## config.mk

```make
export PLATFORM = sky130hd
export DESIGN_NAME = td4x_core
export DESIGN_NICKNAME = d
export VERILOG_FILES = /design/src/rtl/td4x_core.sv
export SDC_FILE = /design/constraint.sdc
export NUM_CORES = 1
export LEC_CHECK = 0
export ABC_AREA = 1
export CORE_MARGIN = 10
export CORE_UTILIZATION = 45
export CTS_CLUSTER_DIAMETER = 40
export CTS_CLUSTER_SIZE = 28
export DETAILED_ROUTE_END_ITERATION = 8
export DONT_BUFFER_PORTS = 1
export PLACE_DENSITY = 0.73
export SLEW_MARGIN = 20
export SYNTH_ARGS = -nofsm -noshare
export SYNTH_HDL_FRONTEND = slang
export SYNTH_SLANG_ARGS = --single-unit
```

## constraint.sdc

```tcl
create_clock -name clk -period 1.5 [get_ports clk]
set_input_delay 0.225 -clock clk [delete_from_list [all_inputs] [get_ports clk]]
set_output_delay 0.225 -clock clk [all_outputs]
set_load 0.005 [all_outputs]
```

## src/rtl/td4x_core.sv

```systemverilog
// td4x_core: parametrised TD4-class CPU core.
// Instructions are fetched over a request/valid handshake, so program memory
// may insert any number of wait cycles. The core has IN_CH input channels,
// an OUT register driving the LEDs, and a terminal HLT instruction.
module td4x_core #(
    parameter int DATA_W = 4,
    parameter int IN_CH  = 1,
    parameter int INSN_W = DATA_W + 4
) (
    input  logic                    clk,
    input  logic                    rst,
    input  logic                    run,
    input  logic [IN_CH*DATA_W-1:0] in_data,
    output logic [DATA_W-1:0]       out_data,
    output logic                    mem_req,
    output logic [DATA_W-1:0]       mem_addr,
    input  logic [INSN_W-1:0]       mem_rdata,
    input  logic                    mem_valid,
    output logic                    carry,
    output logic                    halted
);
    // Width of the channel index taken from imm (at least one bit so the
    // slice below stays legal when there is a single channel).
    localparam int CH_W = (IN_CH > 1) ? $clog2(IN_CH) : 1;

    typedef enum logic [1:0] {
        ST_FETCH = 2'd0,
        ST_WAIT  = 2'd1,
        ST_EXEC  = 2'd2,
        ST_HALT  = 2'd3
    } state_t;

    localparam logic [3:0] OP_ADD_A  = 4'b0000;
    localparam logic [3:0] OP_ADD_B  = 4'b0101;
    localparam logic [3:0] OP_MOV_AI = 4'b0011;
    localparam logic [3:0] OP_MOV_BI = 4'b0111;
    localparam logic [3:0] OP_MOV_AB = 4'b0001;
    localparam logic [3:0] OP_MOV_BA = 4'b0100;
    localparam logic [3:0] OP_IN_A   = 4'b0010;
    localparam logic [3:0] OP_IN_B   = 4'b0110;
    localparam logic [3:0] OP_OUT_I  = 4'b1011;
    localparam logic [3:0] OP_OUT_B  = 4'b1001;
    localparam logic [3:0] OP_JMP    = 4'b1111;
    localparam logic [3:0] OP_JNC    = 4'b1110;
    localparam logic [3:0] OP_HLT    = 4'b1000;

    state_t              state_r, state_s;
    logic [DATA_W-1:0]   a_r, a_s, b_r, b_s, out_r, out_s, ip_r, ip_s;
    logic                carry_r, carry_s, req_r, req_s, halted_r, halted_s;
    logic [INSN_W-1:0]   insn_r, insn_s;

    logic [3:0]          opcode_s;
    logic [DATA_W-1:0]   imm_s, ip_inc_s, in_val_s;
    logic [DATA_W:0]     sum_a_s, sum_b_s;
    logic [31:0]         ch_idx_s;

    assign opcode_s = insn_r[INSN_W-1 -: 4];
    assign imm_s    = insn_r[DATA_W-1:0];
    assign ip_inc_s = ip_r + {{(DATA_W-1){1'b0}}, 1'b1};
    assign sum_a_s  = {1'b0, a_r} + {1'b0, imm_s};
    assign sum_b_s  = {1'b0, b_r} + {1'b0, imm_s};

    assign out_data = out_r;
    assign mem_req  = req_r;
    assign mem_addr = ip_r;
    assign carry    = carry_r;
    assign halted   = halted_r;

    // Input channel mux: low CH_W bits of imm, folded into range with mod IN_CH.
    always_comb begin
        ch_idx_s = 32'(imm_s[CH_W-1:0]) % 32'(IN_CH);
        in_val_s = {DATA_W{1'b0}};
        for (int k = 0; k < IN_CH; k++) begin
            if (ch_idx_s == 32'(k)) begin
                in_val_s = in_data[k*DATA_W +: DATA_W];
            end else begin
                in_val_s = in_val_s;
            end
        end
    end

    // Next-state and next-register logic for the FETCH/WAIT/EXEC/HALT sequencer.
    always_comb begin
        state_s  = state_r;
        a_s      = a_r;
        b_s      = b_r;
        out_s    = out_r;
        ip_s     = ip_r;
        carry_s  = carry_r;
        insn_s   = insn_r;
        req_s    = req_r;
        halted_s = halted_r;
        case (state_r)
            ST_FETCH: begin
                if (run) begin
                    req_s   = 1'b1;
                    state_s = ST_WAIT;
                end else begin
                    req_s   = 1'b0;
                    state_s = ST_FETCH;
                end
            end
            ST_WAIT: begin
                if (mem_valid) begin
                    insn_s  = mem_rdata;
                    req_s   = 1'b0;
                    state_s = ST_EXEC;
                end else begin
                    req_s   = 1'b1;
                    state_s = ST_WAIT;
                end
            end
            ST_EXEC: begin
                state_s = ST_FETCH;
                ip_s    = ip_inc_s;
                carry_s = 1'b0;
                case (opcode_s)
                    OP_ADD_A:  {carry_s, a_s} = sum_a_s;
                    OP_ADD_B:  {carry_s, b_s} = sum_b_s;
                    OP_MOV_AI: a_s = imm_s;
                    OP_MOV_BI: b_s = imm_s;
                    OP_MOV_AB: a_s = b_r;
                    OP_MOV_BA: b_s = a_r;
                    OP_IN_A:   a_s = in_val_s;
                    OP_IN_B:   b_s = in_val_s;
                    OP_OUT_I:  out_s = imm_s;
                    OP_OUT_B:  out_s = b_r;
                    OP_JMP:    ip_s = imm_s;
                    OP_JNC: begin
                        // Condition uses the carry left by the previous instruction.
                        if (!carry_r) begin
                            ip_s = imm_s;
                        end else begin
                            ip_s = ip_inc_s;
                        end
                    end
                    OP_HLT: begin
                        state_s  = ST_HALT;
                        halted_s = 1'b1;
                    end
                    default: begin
                        ip_s = ip_inc_s;
                    end
                endcase
            end
            ST_HALT: begin
                state_s  = ST_HALT;
                req_s    = 1'b0;
                halted_s = 1'b1;
            end
            default: begin
                state_s  = ST_FETCH;
                req_s    = 1'b0;
                halted_s = 1'b0;
            end
        endcase
    end

    // State and datapath registers; rst clears everything and wins over all else.
    always_ff @(posedge clk) begin
        if (rst) begin
            state_r  <= ST_FETCH;
            a_r      <= {DATA_W{1'b0}};
            b_r      <= {DATA_W{1'b0}};
            out_r    <= {DATA_W{1'b0}};
            ip_r     <= {DATA_W{1'b0}};
            carry_r  <= 1'b0;
            insn_r   <= {INSN_W{1'b0}};
            req_r    <= 1'b0;
            halted_r <= 1'b0;
        end else begin
            state_r  <= state_s;
            a_r      <= a_s;
            b_r      <= b_s;
            out_r    <= out_s;
            ip_r     <= ip_s;
            carry_r  <= carry_s;
            insn_r   <= insn_s;
            req_r    <= req_s;
            halted_r <= halted_s;
        end
    end

endmodule

```

==> metrics.md <==
| Metric | Value |
|---|---|
| Outcome | `finished, violations left` |
| Failing checks | `setup timing` |
| Post-synthesis cell type count | `24` |
| Ys async rst share | `0%` |
| Final Net Count | `305` |
| Fin. Hold Viols | `0` |
| WS Path Type | `flip-flop to flip-flop` |
| Vias in the first global route | `1581` |
| Critical Path End Type | `flip-flop` |
| Delay of the slowest critical-path stage | `410 ps` |
| Max Clk Rate | `0.658 GHz` |
| Data arrival, critical path | `1710 ps` |
| Maxcap violations | `0` |
| Via-per-instance ratio | `5.31` |
| Hold Crit Class | `input port to flip-flop` |
| Worst path cell trace | `ha_4 -> fa_2 -> nand2_2 -> a21oi_2 -> o21ai_2 -> nand3_1 -> nand2_1 -> inv_1` |
| Sequential-to-total area share from yosys stat | `33.3%` |
| Synth Register Bits | `29` |
| Routed len/inst | `14.9 um` |
| Filler instances | `383` |
| Synth Area in Simple Gates | `29.2%` |
| Crit path time final | `1520 ps` |
| Actual slew at the worst max-slew pin | `506 ps` |
| GRT Overall Usage | `14.6%` |
| Die Area | `0.00677 mm2` |
| Worst Path Required | `1690 ps` |
| Syn Nets | `289` |
| Rows | `22` |
| Core area | `0.00372 mm2` |
| Top post-synthesis cells by count | `nand2_1, inv_1, nor2_1, o21ai_0, dfxtp_1` |
| Count leader, synth | `nand2_1` |
| Residual DRC | `0` |
| Clock net sink count | `29` |
| Post-synthesis mux area share | `0%` |
| Max-slew violation count | `0` |
| Gate Count Post-Synth | `262` |
| Area leader, netlist | `dfxtp_1` |
| Multi-input combinational cell area | `0.00106 mm2` |
| Yosys top cell area share | `33.3%` |
| Clock H-tree levels | `2` |
| Initial antenna violation count | `0` |
| Final setup violation count | `1` |
| CTS tree | `yes` |
| Starting Density | `47.0%` |
| FF+latch area | `587 um2` |
| RSZ-0062 raised after global routing | `true` |
| Routed Antenna Nets | `0` |
| Largest family of logic cells by synthesized area | `simple AND/OR/NAND/NOR gates` |
| Netlist Area Pre-Place | `0.00175 mm2` |
| Top-Level Pins | `27` |
| Largest net degree at the start of global routing | `20` |
| Drt first pass iters | `5` |
| Area Overhead vs Synth | `16.7%` |
| Root Buffer | `clkbuf_8` |
| Diodes inserted | `0` |
| Port Buffer Count | `0` |
| Tcrit/Tclk final | `101%` |
| CP max FO | `3` |
| Total number of yosys warnings | `0` |
| Hold slack | `2.73 ps` |
| Power per Cell Area | `852 mW/mm2` |
| Post-Synth XOR/XNOR Area | `1.00%` |
| Final Wtd Congestion | `0.886` |
| VDD IR max | `438 uV` |
| Total CTS buffers | `5` |
| Top post-synthesis cells by area | `dfxtp_1, nand2_1, o21ai_0` |
| Leakage Power | `0.902 nW` |
| Crit start category | `flip-flop` |
| Total gr overflow | `0` |
| Top_reg_cell synth | `dfxtp_1` |
| Compound-gate portion of the synthesized area | `18.7%` |
| Via Count | `1736` |
| Clock latency on the worst-skew pair | `290 ps` |
| EDFF count, synth | `0` |
| Share of cells above drive strength 1 | `16.5%` |
| Routed WL | `4890 um` |
| First-pass GRT wire length | `7620 um` |
| Final design utilization | `54.8%` |
| Chip height | `82.3 um` |
| Avg Synthesized Cell Area | `6.66 um2` |
| Post-DP HPWL | `3700 um` |
| Adder-Cell Fraction of Synth Area | `8.75%` |
| Crit path setup slack, layout | `-19.4 ps` |
| Worst-case clock buffer depth | `2` |
| Initial drt markers | `113` |
| Clock Pin Slew Worst Setup and Hold Paths | `70 ps` |
| Hold Buf Count CTS | `1` |
| Chip Width | `82.3 um` |
| Slew HR | `66.2%` |
| Worst Clk Skew | `6.33 ps` |
| Slowest CP cell | `fa_2` |
[critical path: cells and delay by family (launching register included)]
family          cells  cell delay, ps
buf+inv             1              40
flops               1             360
fa+ha+maj           2             570
compound gates      2             200
simple gates        3             240
[per-layer routing]
layer  global-route usage (%)  vias to the layer above  share of wire (%)
met5                        0                        -                  0
met4                     6.46                        0                2.5
met3                     4.32                       11                5.4
met2                     24.2                       47                 47
met1                     17.0                      784                 45
li1                         -                      894                  -
[stage by stage]
| stage | power [W] | setup WS [ps] | TNS, ps | instance area (um2) | instances |
|---|---|---|---|---|---|
| after floorplan | 0.00101 | 64.3 | 0 | 1750 | 262 |
| after global placement | 0.00108 | -67.4 | -67.4 | 1880 | 318 |
| after detailed placement | 0.00108 | -112 | -112 | 1880 | 318 |
| after CTS | 0.00172 | 0.258 | 0 | 1980 | 327 |
| after global routing | 0.00183 | -101 | -138 | 2040 | 327 |
| final | 0.00174 | -19.4 | -19.4 | 2040 | 327 |
[final timing paths]
kind / from / end / slack [ps] / depth (start not counted)
max: insn_r[0] / carry / -20 / 8
min: rst / state_r[0] / 3 / 1
max reg2reg: insn_r[0] / carry / -20 / 8
min reg2reg: a_r[3] / a_r[3] / 500 / 2
[placed cells by master (no fill, tap or decap), drive strengths merged]
cell,instances
dfxtp,29
dlygate4sd3,1
nor3,2
inv,39
xnor2,1
buf,11
o2111ai,1
xor2,1
a31oi,4
nand2,53
clkinv,2
nor2,32
clkbuf,5
fa,2
o31ai,1
a21oi,27
clkinvlp,1
o21ai,30
nand3,26
nand4,2
ha,9
[power by group]
| group | switching [W] | total (W) | internal, W |
|---|---|---|---|
| clock network | 0.000335 | 0.000654 | 0.000320 |
| registers | 0.0000357 | 0.000834 | 0.000799 |
| logic | 0.000159 | 0.000247 | 0.0000884 |
[cell families (layout without fill, tap and decap cells)]
group / Yosys count / count (layout)
buffers and inverters: 42 / 59
and+or+nand+nor: 115 / 115
AOI/OAI and AO/OA: 63 / 63
xor gates and xnor gates: 2 / 2
adders and majority gates: 11 / 11
DFF: 29 / 29
[flip-flops by register name, indices dropped and copies added (netlist names)]
signal,cells
b_r,4
insn_r,8
halted,1
a_r,4
state_r,2
mem_addr,4
carry,1
mem_req,1
out_data,4
[cell type report]
type | count | share of cell area, %
clock buffer | 5 | 3.38
inverter | 39 | 7.19
sequential | 29 | 28.8
multi-input combinational | 191 | 52.3
timing repair buffer | 12 | 4.55
clock inverter | 3 | 0.860
tap | 48 | 2.95
[timing repair]
action / in CTS / in global routing
pin swaps: 1 / 5
endpoints found under the setup margin: 3 / 10
endpoints found under the hold margin: 5 / 1
resized for setup: 6 / 15
buffers inserted: 0 / 0
No activity file was read; power rests on OpenSTA's default activity.
